`config.mk`:
```
export PLATFORM = sky130hd
export DESIGN_NAME = rf_wb_arbiter
export DESIGN_NICKNAME = d
export VERILOG_FILES = /design/src/rtl/rf_wb_arbiter.sv
export SDC_FILE = /design/constraint.sdc
export NUM_CORES = 1
export LEC_CHECK = 0
export ABC_AREA = 0
export CORE_ASPECT_RATIO = 2
export CORE_UTILIZATION = 34
export CTS_CLUSTER_DIAMETER = 200
export DETAILED_ROUTE_END_ITERATION = 12
export PLACE_DENSITY_LB_ADDON = 0.2
export REMOVE_ABC_BUFFERS = 1
export SLEW_MARGIN = 30
export SYNTH_ARGS = -nofsm -noshare
export SYNTH_HDL_FRONTEND = slang
export SYNTH_SLANG_ARGS = --single-unit
```
`constraint.sdc`:
```
create_clock -name clk -period 4.4 [get_ports clk]
set_input_delay 0.88 -clock clk [delete_from_list [all_inputs] [get_ports clk]]
set_output_delay 0.88 -clock clk [all_outputs]
set_load 0.005 [all_outputs]
```
`src/rtl/rf_wb_arbiter.sv`:
```
// Two-requester register-file writeback arbiter with a registered write port
// and round-robin contention resolution. Optional forwarding port: RF_WB_FWD_EN.
module rf_wb_arbiter (
    input  logic        clk,
    input  logic        rst_n,
    input  logic        hold,
    input  logic        req0_valid,
    input  logic [4:0]  req0_addr,
    input  logic [31:0] req0_data,
    output logic        req0_ready,
    input  logic        req1_valid,
    input  logic [4:0]  req1_addr,
    input  logic [31:0] req1_data,
    output logic        req1_ready,
    output logic [4:0]  RdAddr,
    output logic [31:0] RdData,
    output logic        RegWrite,
    output logic [15:0] wr_count
`ifdef RF_WB_FWD_EN
    ,
    input  logic [4:0]  fwd_addr,
    output logic        fwd_hit,
    output logic [31:0] fwd_data
`endif
);

    typedef enum logic {IDLE, WRITE} state_t;

    state_t      state_reg, state_next;
    logic        ptr_reg, ptr_next;
    logic [4:0]  addr_reg, addr_next;
    logic [31:0] data_reg, data_next;
    logic [15:0] count_reg, count_next;

    logic        gnt0, gnt1, xfer, wr_xfer;
    logic [4:0]  sel_addr;
    logic [31:0] sel_data;

    // Grant logic; ready is suppressed during reset as well as on hold.
    always_comb begin
        gnt0 = 1'b0;
        gnt1 = 1'b0;
        if (rst_n && !hold) begin
            if (req0_valid && req1_valid) begin
                gnt0 = ~ptr_reg;
                gnt1 = ptr_reg;
            end else begin
                gnt0 = req0_valid;
                gnt1 = req1_valid;
            end
        end
    end

    assign req0_ready = gnt0;
    assign req1_ready = gnt1;
    assign xfer       = gnt0 | gnt1;
    assign sel_addr   = gnt1 ? req1_addr : req0_addr;
    assign sel_data   = gnt1 ? req1_data : req0_data;
    // Writes to register 0 are consumed but never reach the register file.
    assign wr_xfer    = xfer && (sel_addr != 5'd0);

    always_comb begin
        state_next = state_reg;
        ptr_next   = ptr_reg;
        addr_next  = addr_reg;
        data_next  = data_reg;
        count_next = count_reg;
        case (state_reg)
            IDLE:    state_next = wr_xfer ? WRITE : IDLE;
            WRITE:   state_next = wr_xfer ? WRITE : IDLE;
            default: state_next = IDLE;
        endcase
        if (xfer) begin
            ptr_next = gnt0;
        end
        if (wr_xfer) begin
            addr_next = sel_addr;
            data_next = sel_data;
            if (count_reg != 16'hFFFF) begin
                count_next = count_reg + 16'd1;
            end
        end
    end

    always_ff @(posedge clk or negedge rst_n) begin
        if (!rst_n) begin
            state_reg <= IDLE;
            ptr_reg   <= 1'b0;
            addr_reg  <= 5'd0;
            data_reg  <= 32'd0;
            count_reg <= 16'd0;
        end else begin
            state_reg <= state_next;
            ptr_reg   <= ptr_next;
            addr_reg  <= addr_next;
            data_reg  <= data_next;
            count_reg <= count_next;
        end
    end

    assign RdAddr   = addr_reg;
    assign RdData   = data_reg;
    assign RegWrite = (state_reg == WRITE);
    assign wr_count = count_reg;

`ifdef RF_WB_FWD_EN
    assign fwd_hit  = (state_reg == WRITE) && (fwd_addr == addr_reg) && (fwd_addr != 5'd0);
    assign fwd_data = fwd_hit ? data_reg : 32'd0;
`endif

endmodule

```
Word level (Yosys, flattened, before mapping) --
Cells that the tools add are included.
Storage, ports and cells: output and inout port bits 56, register bits after elaboration 55, word-level logic and storage cells 22
Cells by class: bitwise operators 2, multiplexer cells 7, reductions and logical operators 6, add/sub/neg operators 1, equality and inequality tests 1
Operators by type and width (count):
- $mux W32 | 1
- $add A16 B1 Y16 const B | 1
- $ne A16 B16 Y1 const B | 1
- $mux W1 | 5
- $mux W5 | 1
- $reduce_bool A5 Y1 | 1
- $logic_and A1 B1 Y1 | 3
- $reduce_and A2 Y1 | 1
- $logic_not A1 Y1 | 1
- $not A1 Y1 | 1
- $or A1 B1 Y1 | 1

Depth between registers and ports, before layout --
Gate-level depths: netlist (run 1).
word-level depth 7, gate-level depth with buffers 9, mapped depth without buffers 6

Worst setup path after synthesis (run 1) --
Ideal clock, no wire load.
path type input -> output, from input port rst_n, to output port req1_ready, arrival 1584 ps, cell stages on the path 4, path slack 1936 ps, cell sequence nor2b_1 and3_1 clkbuf_1 buf_2
Between the ends: longest elaborated chain between the ends 2
Ends and longest elaborated chain:
- start, declared | line 5 | input logic rst_n,
- $logic_and A1 B1 Y1 | line 43 | if (rst_n && !hold) begin
- $mux W1 | line 43
- end, declared | line 14 | output logic req1_ready,
No other way between the ends.

Worst setup path in the final report (run 1) --
from input port hold, to output port req1_ready
Between the ends: longest elaborated chain between the ends 3
Ends and longest elaborated chain:
- start, declared | line 6 | input logic hold,
- $logic_not A1 Y1 | line 43
- $logic_and A1 B1 Y1 | line 43
- $mux W1 | line 43
No other way between the ends.

==> results.yml, run 1 <==
detailed_routing:
  via_per_inst: 4.769
  drt_iter0_markers: 65
  route.detailed.drc: 0
  dr_total_vias: 2275
  wl_per_cell_um: 15.21
  antenna_left: 0
  wl_um: 7257
  first_pass_iters: 4
synth:
  synth_area_per_cell_um2: 10.42
  synth_area_mm2: 0.002625
  synth_cells: 252
  yosys.area.top_type_share_pct: 52.43
  yosys_register_bits: 55
  yosysWarnings: 0
  seq_area_frac_synth_pct: 52.43
  yosysTopAreaCell: "dfrtp_1"
  synth_area_leaders: "dfrtp_1 (52%), mux2i_1 (14%), o21ai_0 (7.2%)"
  synth.distinct_cells: 32
critical_path:
  rr_startpoint: "ptr_reg"
  rrSetupSlack_ps: 2220
  cp-start-kind: "input pin"
  crit_required_ps: 3520
  crit_path_end_kind: "output pin"
  worstSetupPathType: "in2out"
  reg2reg_to: "RdData[9]"
  cp.arrival_ps: 2480
  ff2ff_path_depth: 5
  path_max_fanout: 11
pwr:
  p_leak_nw: 1.699
  powerDensity_mw_per_mm2: 346.4
  power_mw: 1.441
  ir_drop_v: 0.0002456
timing:
  fmax_mhz: 297.3
  timing.final.crit_share_pct: 76.44
  max-slew-margin-rel_pct: 37.82
  fin_setup_tns_ps: 0
  timing_max_transition_violations_final: 0
  hold_violations: 0
  finalSetupViolations: 0
  period_minus_slack_ps: 3363
  worst_pin_slew_ps: 920.6
  skew_ps: 3.301
  rsz0062_at_grt: "no"
clock_network:
  cts-root-buf: "clkbuf_16"
  cts_buffer_depth: 2
  cts_sinks: 55
  numCtsBuffers: 5
  cts_resized: 0
  cts_tree: "built"
  clk_latency_ps: 280
  clk_pin_slew_ps: 70
  htreeDepth: 2
  cts_setup_buffers: 0
  holdBufCountCts: 0
placed_design:
  dp_hpwl_um: 5667
  place_congestion: 0.7907
  io_buffers: 134
cells_and_area:
  antenna_cells: 0
  final_common_cell: "clkdlybuf4s50_1"
  layout_common_cells: "clkdlybuf4s50_1 (133), dfrtp_1 (55), nand2_1 (44)"
  fill_cells: 726
  largest_reg_flops: 32
  regArea_mm2: 0.001376
  multiInputGateArea_mm2: 0.001151
  syn_to_final_growth_pct: 58.44
  drive_above_1_share_pct: 4.439
  fin_nets: 462
global_route:
  antenna_found_initial: 0
  grt_pass1_vias: 2331
  busiest_layer: "met2"
  grt_max_degree: 64
  grt_util_met3_pct: 2.899
  gr-total-overflow: 0
  use_met2_pct: 36.36
  grtUsageMet1_pct: 18.46
  grt_pass1_wl_um: 11530
  grt.total_usage_pct: 18.76
status:
  status: "finished clean"
floorplan:
  coreArea_mm2: 0.007545
  die_area_mm2: 0.008097
  placementRows: 45
  initial_utilization_pct: 34.79
  die_h_um: 126.3
  ios: 135
  die_w_um: 64.13
hold_path:
  min_path_type: "reg2reg"
  whs_path_depth: 2
  holdPathEnd: "RdData[15]"
  min-delay-start: "RdData[15]"
flow_run:
  drv_cap: 0
worst max-delay path by stage:
stage | startpoint | end | slack [ps]
5_1_grt | hold | req1_ready | 950
3_5_place_dp | req0_addr[0] | RdData[8] | 990
6_report | hold | req1_ready | 1040
2_1_floorplan | rst_n | wr_count[12] | -40
4_1_cts | hold | req1_ready | 1010
3_3_place_gp | hold | req1_ready | 1030
synth_stat cells:
| master | count |
|---|---|
| nand2_1 | 44 |
| and3_1 | 7 |
| nand2b_1 | 2 |
| mux2i_1 | 37 |
| dfrtp_1 | 55 |
| a211o_1 | 1 |
| xnor2_1 | 7 |
| buf_6 | 3 |
| nor3_1 | 7 |
| o21a_1 | 1 |
| mux2_1 | 1 |
| nand2_2 | 1 |
| xor2_1 | 6 |
| a311oi_1 | 1 |
| nand3_1 | 10 |
| nor2_1 | 4 |
| ha_1 | 1 |
| and4_1 | 1 |
| clkbuf_2 | 3 |
| inv_4 | 1 |
| a21o_1 | 1 |
| or3b_1 | 1 |
| nand4_1 | 5 |
| o41ai_1 | 1 |
| buf_2 | 6 |
| buf_4 | 1 |
| nor2b_1 | 1 |
| o21ai_0 | 38 |
| clkbuf_1 | 1 |
| inv_1 | 1 |
| mux2_2 | 1 |
| or4_1 | 2 |
report_power, final:
group / switching [mW] / leakage (nW) / internal, mW
Clock: 0.174 / 0.0658 / 0.210
Sequential: 0.0700 / 0.695 / 0.590
Combinational: 0.137 / 0.938 / 0.259
per-stage QoR:
step	std cells	hold slack (ps)	util, %	instance area [µm²]	setup WS, ps
2_1_floorplan	238	463.1	-	2535	-40.80
3_3_place_gp	469	462.4	53.20	4014	1029
3_5_place_dp	469	469.1	53.20	4014	991.4
4_1_cts	477	485.5	55.12	4159	1013
5_1_grt	477	511.7	55.12	4159	947.8
6_report	477	479.9	55.12	4159	1037
cells by family (layout without fill, tap and decap cells):
group	Yosys count	count (layout)	synth area share [%]
AND/OR/NAND/NOR	85	85	15.16
flip-flops	55	55	52.43
AO/OA/AOI/OAI	43	43	8.818
multiplexers	39	39	14.97
buffers and inverters	16	147	3.813
XOR/XNOR	13	13	4.337
adder cells (fa/ha/maj)	1	1	0.4766
cell type report:
class / count / area share (%)
clock buffers: 5 / 3.008
clock inverters: 3 / 0.4813
inverters: 2 / 0.2407
multi-input cells: 181 / 27.68
flip-flops and latches: 55 / 33.09
well taps: 94 / 2.828
repair buffers: 137 / 32.67
worst max-delay path, cell delays in order:
cell and delay (ps):
clkdlybuf4s50_1 400, nor2b_1 190, and3_2 430, clkdlybuf4s50_1 580
routing by layer:
metal	vias up	routed length (µm)
met1	1055	2506
met5	-	0
met4	0	283
li1	1132	-
met3	15	317
met2	73	4149
Power figures use the tool's default switching activity.
==> run 2: changes to the inputs <==
clock period = 3.14 ns   (was 4.4 ns; I/O delays follow)
==> run 2 against run 1 <==
Compared with the run above: clock skew is 1.1 ps lower; design area is 0.57% higher; non-clock buffer count stayed put; clock power is 49% higher; sequential cell count stayed put; largest power group unchanged; highest routed layer unchanged; count of clock-buffer cells in the layout is 3 higher.
==> results.yml, run 2 (synthesis results as in run 1) <==
status:
  status: "finished clean"
timing:
  finalSetupViolations: 0
  setup_slack_ps: 427.6
  skew_ps: 2.238
  hold_violations: 0
  timing_max_transition_violations_final: 0
  worst_pin_slew_ps: 818.0
  rsz0062_at_grt: "no"
  timing.final.crit_share_pct: 86.38
  max-slew-margin-rel_pct: 44.75
  period_minus_slack_ps: 2712
  fmax_mhz: 368.7
pwr:
  seqPwrFrac_pct: 44.9
  internal-power_mw: 1.533
  power_switching_mw: 0.5210
  ir_drop_v: 0.0004044
  powerDensity_mw_per_mm2: 491.0
  p_comb_share_pct: 27.2
  power_mw: 2.054
  p_clk_share_pct: 27.9
  p_leak_nw: 1.716
  switching_share_pct: 25.37
placed_design:
  dp_hpwl_um: 5549
  io_buffers: 134
  dp_slack_ps: 251.5
  placed_area_mm2: 0.004026
  place_congestion: 0.8179
detailed_routing:
  antenna_left: 0
  dr_total_vias: 2310
  wl_per_cell_um: 15.07
  drt_iter0_markers: 118
  wl_um: 7188
  first_pass_iters: 4
  via_per_inst: 4.843
  route.detailed.drc: 0
cells_and_area:
  utilization_pct: 55.44
  syn_to_final_growth_pct: 59.34
  layout_common_cells: "clkdlybuf4s50_1 (133), dfrtp_1 (55), nand2_1 (44)"
  stdcell_area_mm2: 0.004183
  drive_above_1_share_pct: 4.178
  antenna_cells: 0
  fill_cells: 733
  fin_nets: 462
  largest_reg_flops: 32
  final_common_cell: "clkdlybuf4s50_1"
global_route:
  grt_pass1_vias: 2298
  gr-total-overflow: 0
  antenna_found_initial: 0
  grt_max_degree: 67
  grt.total_usage_pct: 18.61
  grt_pass1_wl_um: 11340
hold_path:
  whs_path_depth: 2
  min_path_type: "reg2reg"
floorplan:
  placementRows: 45
  die_h_um: 126.3
  ios: 135
  die_w_um: 64.13
  coreArea_mm2: 0.007545
  die_area_mm2: 0.008097
  initial_utilization_pct: 34.79
critical_path:
  worstSetupPathType: "in2out"
  cp.arrival_ps: 2080
  ff2ff_path_depth: 5
  crit_path_end_kind: "output pin"
  path_max_fanout: 4
  crit_required_ps: 2510
  cp-start-kind: "input pin"
clock_network:
  cts_sinks: 55
  holdBufCountCts: 0
  cts_tree: "built"
  clk_latency_ps: 280
  clk_pin_slew_ps: 60
  cts_resized: 0
  cts-root-buf: "clkbuf_16"
  cts_buffer_depth: 2
  numCtsBuffers: 5
  cts_setup_buffers: 0
  htreeDepth: 2
flow_run:
  drv_cap: 0
## run 2: critical path: stages
cell             delay (ps)
clkdlybuf4s50_1         430
nor2b_1                 220
and3_2                  260
clkdlybuf4s50_1         550
## run 2: power groups by stage
stage	Clock [mW]	Combinational, mW	Sequential [mW]
after CTS	0.598	0.570	0.925
final	0.574	0.558	0.922
after detailed placement	0	0.568	0.936
after global routing	0.617	0.613	0.942
after global placement	0	0.560	0.934
after floorplan	0	0.155	0.935
## run 2: routing by layer
| layer | global-route usage (%) | wire length, µm |
|---|---|---|
| met1 | 18.51 | 2552 |
| met2 | 36.86 | 4167 |
| met3 | 2.717 | 281 |
| met4 | 7.320 | 187 |
| met5 | 0 | 0 |
## run 2: area by class of cell
class	instances	area (µm²)	share of cell area, %
Clock buffer	8	156.4	3.739
Tap cell	94	117.6	2.812
Multi-Input combinational cell	181	1151	27.52
Sequential cell	55	1376	32.90
Inverter	2	10.01	0.2393
Timing Repair Buffer	137	1371	32.79
## run 2: final timing paths
| kind | start | to | slack, ps |
|---|---|---|---|
| setup / recovery | hold | req1_ready | 430 |
| hold / removal | RdData[28] | RdData[28] | 480 |
| setup reg to reg | wr_count[0] | wr_count[11] | 1040 |
| hold reg to reg | RdData[28] | RdData[28] | 480 |
| max in group asynchronous | rst_n | RdAddr[4] | 2130 |
| min in group asynchronous | rst_n | wr_count[8] | 530 |
## run 2: metrics by stage
step                      TNS, ps  cells  hold WS, ps
final                           0    477        478.2
after CTS                       0    477        484.4
after global placement          0    469        462.6
after global routing            0    477        503.6
after floorplan            -42560    238        332.4
after detailed placement        0    469        469.0
==> run 3: changes to the inputs <==
CAP_MARGIN = 10   (was default)
clock period = 3.2 ns   (was 3.14 ns; I/O delays follow)
==> run 3 against run 2 <==
Compared with the run above: count of clock-buffer cells in the layout is the same; worst hold slack lost 2.1 ps; non-clock buffer count increased by 2; highest routed layer unchanged; design area increased by 0.54%; largest power group unchanged; clock power about the same; worst setup slack worse by 4.9 ps.
==> results.yml, run 3 (synthesis results as in run 1) <==
global_route:
  grt.total_usage_pct: 18.05
  grt_util_met3_pct: 3.351
  grt_pass1_wl_um: 11060
  grtUsageMet1_pct: 18.58
  antenna_found_initial: 0
  grt_pass1_vias: 2247
  busiest_layer: "met2"
  use_met2_pct: 33.92
  gr-total-overflow: 0
  grt_max_degree: 68
pwr:
  powerDensity_mw_per_mm2: 482.2
  power_mw: 2.028
  p_leak_nw: 1.726
  ir_drop_v: 0.0004053
clock_network:
  cts_sinks: 55
  clk_latency_ps: 290
  htreeDepth: 2
  cts-root-buf: "clkbuf_16"
  numCtsBuffers: 5
  clk_pin_slew_ps: 70
  cts_buffer_depth: 2
  holdBufCountCts: 0
  cts_tree: "built"
  cts_resized: 0
  cts_setup_buffers: 0
critical_path:
  cp-start-kind: "input pin"
  cpMostUsedCell: "clkdlybuf4s50_1"
  cp.arrival_ps: 2140
  crit_path_end_kind: "output pin"
  cpMaxStageDelayCell: "clkdlybuf4s50_1"
  crit_buf_inv: 2
  rrSetupSlack_ps: 1160
  crit_chain: "clkdlybuf4s50_1 -> nor2b_1 -> and3_2 -> clkdlybuf4s50_1"
  crit_required_ps: 2560
  worstSetupPathType: "in2out"
  path_max_fanout: 6
  max_stage_delay_ps: 540
  crit_family: "buffers and inverters"
cells_and_area:
  largest_reg_flops: 32
  layout_common_cells: "clkdlybuf4s50_1 (133), dfrtp_1 (55), nand2_1 (44)"
  drive_above_1_share_pct: 4.935
  antenna_cells: 0
  syn_to_final_growth_pct: 60.20
  final_common_cell: "clkdlybuf4s50_1"
  fin_nets: 464
placed_design:
  place_congestion: 0.7305
  io_buffers: 134
  dp_hpwl_um: 5479
floorplan:
  initial_utilization_pct: 34.79
  coreArea_mm2: 0.007545
  die_h_um: 126.3
  die_w_um: 64.13
  placementRows: 45
  die_area_mm2: 0.008097
  ios: 135
timing:
  hold_violations: 0
  fin_setup_tns_ps: 0
  skew_ps: 3.078
  max-slew-margin-rel_pct: 53.11
  fmax_mhz: 360.1
  timing.final.crit_share_pct: 86.79
  hold_ws_ps: 476.1
  timing_max_transition_violations_final: 0
  rsz0062_at_grt: "no"
  finalSetupViolations: 0
  worst_pin_slew_ps: 703.3
  period_minus_slack_ps: 2777
hold_path:
  min_path_type: "reg2reg"
detailed_routing:
  antenna_left: 0
  drt_iter0_markers: 105
  route.detailed.drc: 0
  wl_um: 7224
  wl_per_cell_um: 15.08
  dr_total_vias: 2318
  first_pass_iters: 7
  via_per_inst: 4.839
flow_run:
  drv_cap: 0
status:
  status: "finished clean"
## run 3: routing by layer
metal	up-vias	routed length (µm)
li1	1137	-
met4	0	205
met1	1091	2573
met2	76	4089
met3	14	355
met5	-	0
## run 3: cell type report
type / instances / area, µm²
flip-flops and latches: 55 / 1376
repair buffers: 139 / 1386
fillers: 698 / 3339
multi-input cells: 181 / 1159
well taps: 94 / 117.6
clock buffers: 8 / 156.4
inverters: 2 / 10.01
## run 3: power breakdown
part | switching [mW] | leakage, nW | internal, mW | total [mW]
logic | 0.191 | 0.953 | 0.360 | 0.551
clock network | 0.238 | 0.0772 | 0.334 | 0.571
registers | 0.0941 | 0.695 | 0.811 | 0.905
## run 3: worst register-to-register path: stages, from the launching register on
cell	delay (ps)
dfrtp_1	380
nand2b_1	150
and3_2	290
a211o_2	380
buf_4	200
or3b_1	390
xnor2_1	130
## run 3: stage by stage
step	instances	area, µm²	util, %	setup WS, ps
after global placement	471	4041	53.57	432.3
after global routing	479	4205	55.74	315.6
after floorplan	238	2535	-	-1001
after CTS	479	4198	55.64	390.2
final	479	4205	55.74	422.7
after detailed placement	471	4041	53.57	394.1
## run 3: worst paths after layout
check / from / endpoint / depth (start not counted)
worst min register to register: RdData[14] / RdData[14] / 2
max in group asynchronous: rst_n / RdData[23] / 2
worst max-delay path: hold / req1_ready / 4
worst max register to register: ptr_reg / wr_count[4] / 6
min in group asynchronous: rst_n / RdData[3] / 2
worst min-delay path: RdData[14] / RdData[14] / 2
==> patch 1 (settings of run 1) <==
Make the reset (`rst_n`) synchronous in one clocked block.
--- a/src/rtl/rf_wb_arbiter.sv
+++ b/src/rtl/rf_wb_arbiter.sv
@@ -82,7 +82,7 @@
         end
     end
 
-    always_ff @(posedge clk or negedge rst_n) begin
+    always_ff @(posedge clk) begin
         if (!rst_n) begin
             state_reg <= IDLE;
             ptr_reg   <= 1'b0;
Check against the original RTL: differs if rst_n is asserted again (counterexample within 4 cycles, from zero or initial values and one cycle with rst_n low); with rst_n held inactive, the same outputs for 10 cycles.
==> patch 1 against run 1 <==
  * Global-route usage up 0.79 points
  * Design area is 0.78% lower
  * Setup slack got worse by 0.046 ns
  * Highest routed layer unchanged
  * Synthesized cell count is 25% higher
  * Sequential power shrank 19%
  * Power fell by 16%
  * Sequential cell count unchanged
  * Routed wire length rose by 2.5%
  * Count of clock-buffer cells in the layout rose by 1
  * Combinational power down 47%
  * Synthesized area shrank 2.0%
==> patch 1: results (changes against run 1) <==
routed wl met2=3900 um (-6.0%); first-pass GRT wire length=12300 um (+6.5%); synthesized-area fraction occupied by adder cells=0.00486 (+0.0000950); Synth cell types=36 (+13%); Final Wtd Congestion=0.775 (-1.9%); Area contributors post-synth=dfxtp_1 43%, nand2_1 13%, a311oi_1 12%; NumNets Final=519 (+12%); clock power share=0.382 (+0.115); total grt overflow=0 (unchanged); RR Startpoint=ptr_reg; R2R cell count=8 (+3); XOR/XNOR Fraction of Synth Area=0 (-0.0434); status=finished, final reports clean; wl on met1=2840 um (+13%); Net Sw Power=0.271 mW (-29%); post-CTS sizing=0 (unchanged); min-delay src=wr_count[15]; ys async rst share=0 (-1.00); hold endpoint=wr_count[15]; DP Wirelength=5500 um (-2.9%); first drt pass iteration count=6 (+2); placed cell area=3950 um^2 (-1.5%); Slew @ Worst Pin=0.792 ns (-0.128 ns); Clk Latency, worst-skew pair=0.29 ns; post-synthesis mux area share=0.0311 (-0.119); Place WS=0.850 ns (-0.141 ns); share of cells above drive strength 1=0.0568 (+0.0124); initial drt markers=118 (+82%); vias in the first global route=2617 (+12%); Period Utilization, post-route=0.775 (+0.0104); CP Max Fanout=19 (+8); seq pwr=0.537 mW (-19%); Max IR drop VDD=209 uV (-15%); prevailing post-synth register cell=dfxtp_1; Worst Hold Slack=0.489 ns (+0.00886 ns); Met3 Wirelength=398 um (+26%); Seq/Total Area, Yosys=0.428 (-0.0965); post-synthesis compound-gate area fraction=0.193 (+0.104); Final Skew=0.00474 ns (+0.00144 ns); vias per cell=5.16 (+8.1%); largest net degree at the start of global routing=41 (-36%); CP max stage cell=clkdlybuf4s50_1; WL final=7440 um (+2.5%); leakage power=1.43 nW (-16%); R2R Path End=RdAddr[4]; GR Util All Layers=0.195 (+0.00788); worst reg-to-reg setup slack=1.88 ns (-0.34 ns); Crit. Startpoint=rst_n; Critical Path AT=2.53 ns (+0.05 ns); most instantiated cells after synthesis=89 x nand2_1, 55 x dfxtp_1, 39 x nor2_1, 36 x a311oi_1, 12 x clkbuf_1
-- patch 1: changes by cell type after synthesis, moves of 8 or more --
cell and delta:
nor2_1 +35, a21oi_1 +8, mux2i_1 -29, dfxtp_1 +55, nand2_1 +45, a311oi_1 +35, o21ai_0 -34, clkbuf_1 +11
dfrtp_1 -55
-- patch 1: stage by stage --
step | total power [mW] | instances
2_1_floorplan | 0.614 | 293
3_3_place_gp | 0.757 | 524
3_5_place_dp | 0.760 | 524
4_1_cts | 1.22 | 532
5_1_grt | 1.26 | 532
6_report | 1.21 | 532
-- patch 1: layout make-up --
class                   instances  area, um^2
clock buffers                   6         139
clock inverters                 2        35.0
fillers                       703        3140
inverters                       5        18.8
multi-input cells             233        1330
flip-flops and latches         55        1100
well taps                      92         115
repair buffers                139        1390
-- patch 1: metal layers --
layer	global-route usage	vias to the layer above
met4	0.104	0
met2	0.346	94
li1	-	1379
met5	0	-
met3	0.0474	18
met1	0.206	1253
==> patch 2 (config.mk and constraints of run 1) <==
Without the edit above. Add a define of `RF_WB_FWD_EN`.
--- a/src/rtl/rf_wb_arbiter.sv
+++ b/src/rtl/rf_wb_arbiter.sv
@@ -1,5 +1,7 @@
 // Two-requester register-file writeback arbiter with a registered write port
 // and round-robin contention resolution. Optional forwarding port: RF_WB_FWD_EN.
+`define RF_WB_FWD_EN
+
 module rf_wb_arbiter (
     input  logic        clk,
     input  logic        rst_n,
Ports: changed (added fwd_addr, fwd_data and fwd_hit); port bits go from 135 to 173. No check against the original RTL was run, so the function may have changed too.
==> patch 2 against run 1 <==
  * Sequential share of layout area fell by 4.6 points
  * Power increased by 2.4%
  * Setup slack got worse by 0.25 ns
  * Via count up 22%
  * Synthesized area rose by 10%
  * Design area increased by 16%
  * Maximum frequency is 6.9% lower
  * Routed wire length is 23% higher
  * Sequential cell count did not move
  * Utilization grew 3.0 points
  * Global-route usage rose by 1.8 points
  * Critical endpoint is now fwd_data[25]
  * Largest cell class is now buffers
  * Synthesized cell count is 18% higher
  * Highest routed layer unchanged
==> patch 2: results (changes against run 1) <==
status=finished, final reports clean; WL per Instance=15.9 um (+4.4%); initial antenna violation count=0 (unchanged); Post-Syn Instances=297 (+18%); CP max stage cell=clkdlybuf4s50_1; Seq/Total Area, Yosys=0.475 (-0.0489); initial drt markers=99 (+52%); H-Tree Depth=2 (unchanged); first drt pass iteration count=4 (unchanged); Met3 Wirelength=490 um (+55%); port bufs=172 (+28%); Post-CTS Setup Inserts=0 (unchanged); CP Max Fanout=32 (+21); vias=2782 (+22%); non-filler instance count after layout=563 (+18%); Area contributors post-synth=dfrtp_1 48%, mux2i_1 13%, and2_1 6.9%; Final Wtd Congestion=0.782 (-1.1%); YS warnings=0 (unchanged); Slew @ Worst Pin=0.863 ns (-0.0575 ns); NumNets Final=549 (+19%); Max IR drop VDD=301 uV (+23%); most instantiated cells after synthesis=55 x dfrtp_1, 45 x nand2_1, 38 x o21ai_0, 37 x mux2i_1, 32 x and2_1; post-CTS sizing=0 (unchanged); placed cell area=4680 um^2 (+17%); Filler cells=755 (+4.0%); Clk Latency, worst-skew pair=0.29 ns; largest net degree at the start of global routing=56 (-13%); Place WS=0.773 ns (-0.219 ns); Final Skew=0.00605 ns (+0.00275 ns); Synth cell types=34 (+6.3%); Root Driver=clkbuf_16; CP max stage delay=0.50 ns (-0.08 ns); DP Wirelength=7130 um (+26%); routed wl met2=5300 um (+28%); uppermost routed layer=met4; commonest non-fill, non-tap cell in the layout=clkdlybuf4s50_1; Critical Path AT=2.73 ns (+0.25 ns); ys async rst share=1.00 (unchanged); GR Util All Layers=0.206 (+0.0183); share of cells above drive strength 1=0.0366 (-0.00783); n_diodes=0 (unchanged); cts bufs inserted=5 (unchanged); leakage power=1.95 nW (+15%); CTS clk-pin slew, worst paths=0.07 ns (about the same); Hold Path Class=flip-flop to flip-flop; prevailing post-synth register cell=dfrtp_1; wl on met1=2850 um (+14%); first-pass GRT wire length=13600 um (+18%)
-- patch 2: final timing paths --
check                                 start      endpoint  slack, ns  cells after the start
worst max-delay path            fwd_addr[4]  fwd_data[25]       0.79                      7
max in group asynchronous             rst_n     RdData[2]       3.14                      2
worst min-delay path                ptr_reg       ptr_reg       0.50                      1
worst max register to register  wr_count[0]  wr_count[15]       2.24                      5
min in group asynchronous             rst_n    RdData[17]       0.79                      2
worst min register to register      ptr_reg       ptr_reg       0.50                      1
-- patch 2: final cells by class --
type | count | area [um^2] | share of cell area
well taps | 98 | 123 | 0.0254
flip-flops and latches | 55 | 1380 | 0.285
clock inverters | 1 | 5.00 | 0.00104
repair buffers | 177 | 1750 | 0.364
inverters | 2 | 10.0 | 0.00208
multi-input cells | 223 | 1420 | 0.295
clock buffers | 7 | 133 | 0.0275
-- patch 2: cell families (layout without fill, tap and decap cells) --
family	Yosys count	after routing	share of synthesized area
buffers and inverters	19	187	0.0363
AND/OR/NAND/NOR	122	122	0.215
adder cells (fa/ha/maj)	1	1	0.00432
multiplexers	39	39	0.136
AO/OA/AOI/OAI	44	44	0.0817
XOR/XNOR	17	17	0.0514
flip-flops	55	55	0.475
-- patch 2: power breakdown --
group	internal (mW)	switching (mW)	total (mW)
clock network	0.211	0.167	0.378
logic	0.274	0.139	0.413
registers	0.591	0.0935	0.684
-- patch 2: routing by layer --
metal  global-route usage  vias up
met5                    0        -
met4               0.0969        0
met3               0.0328       22
met2                0.409      100
met1                0.183     1308
li1                     -     1352
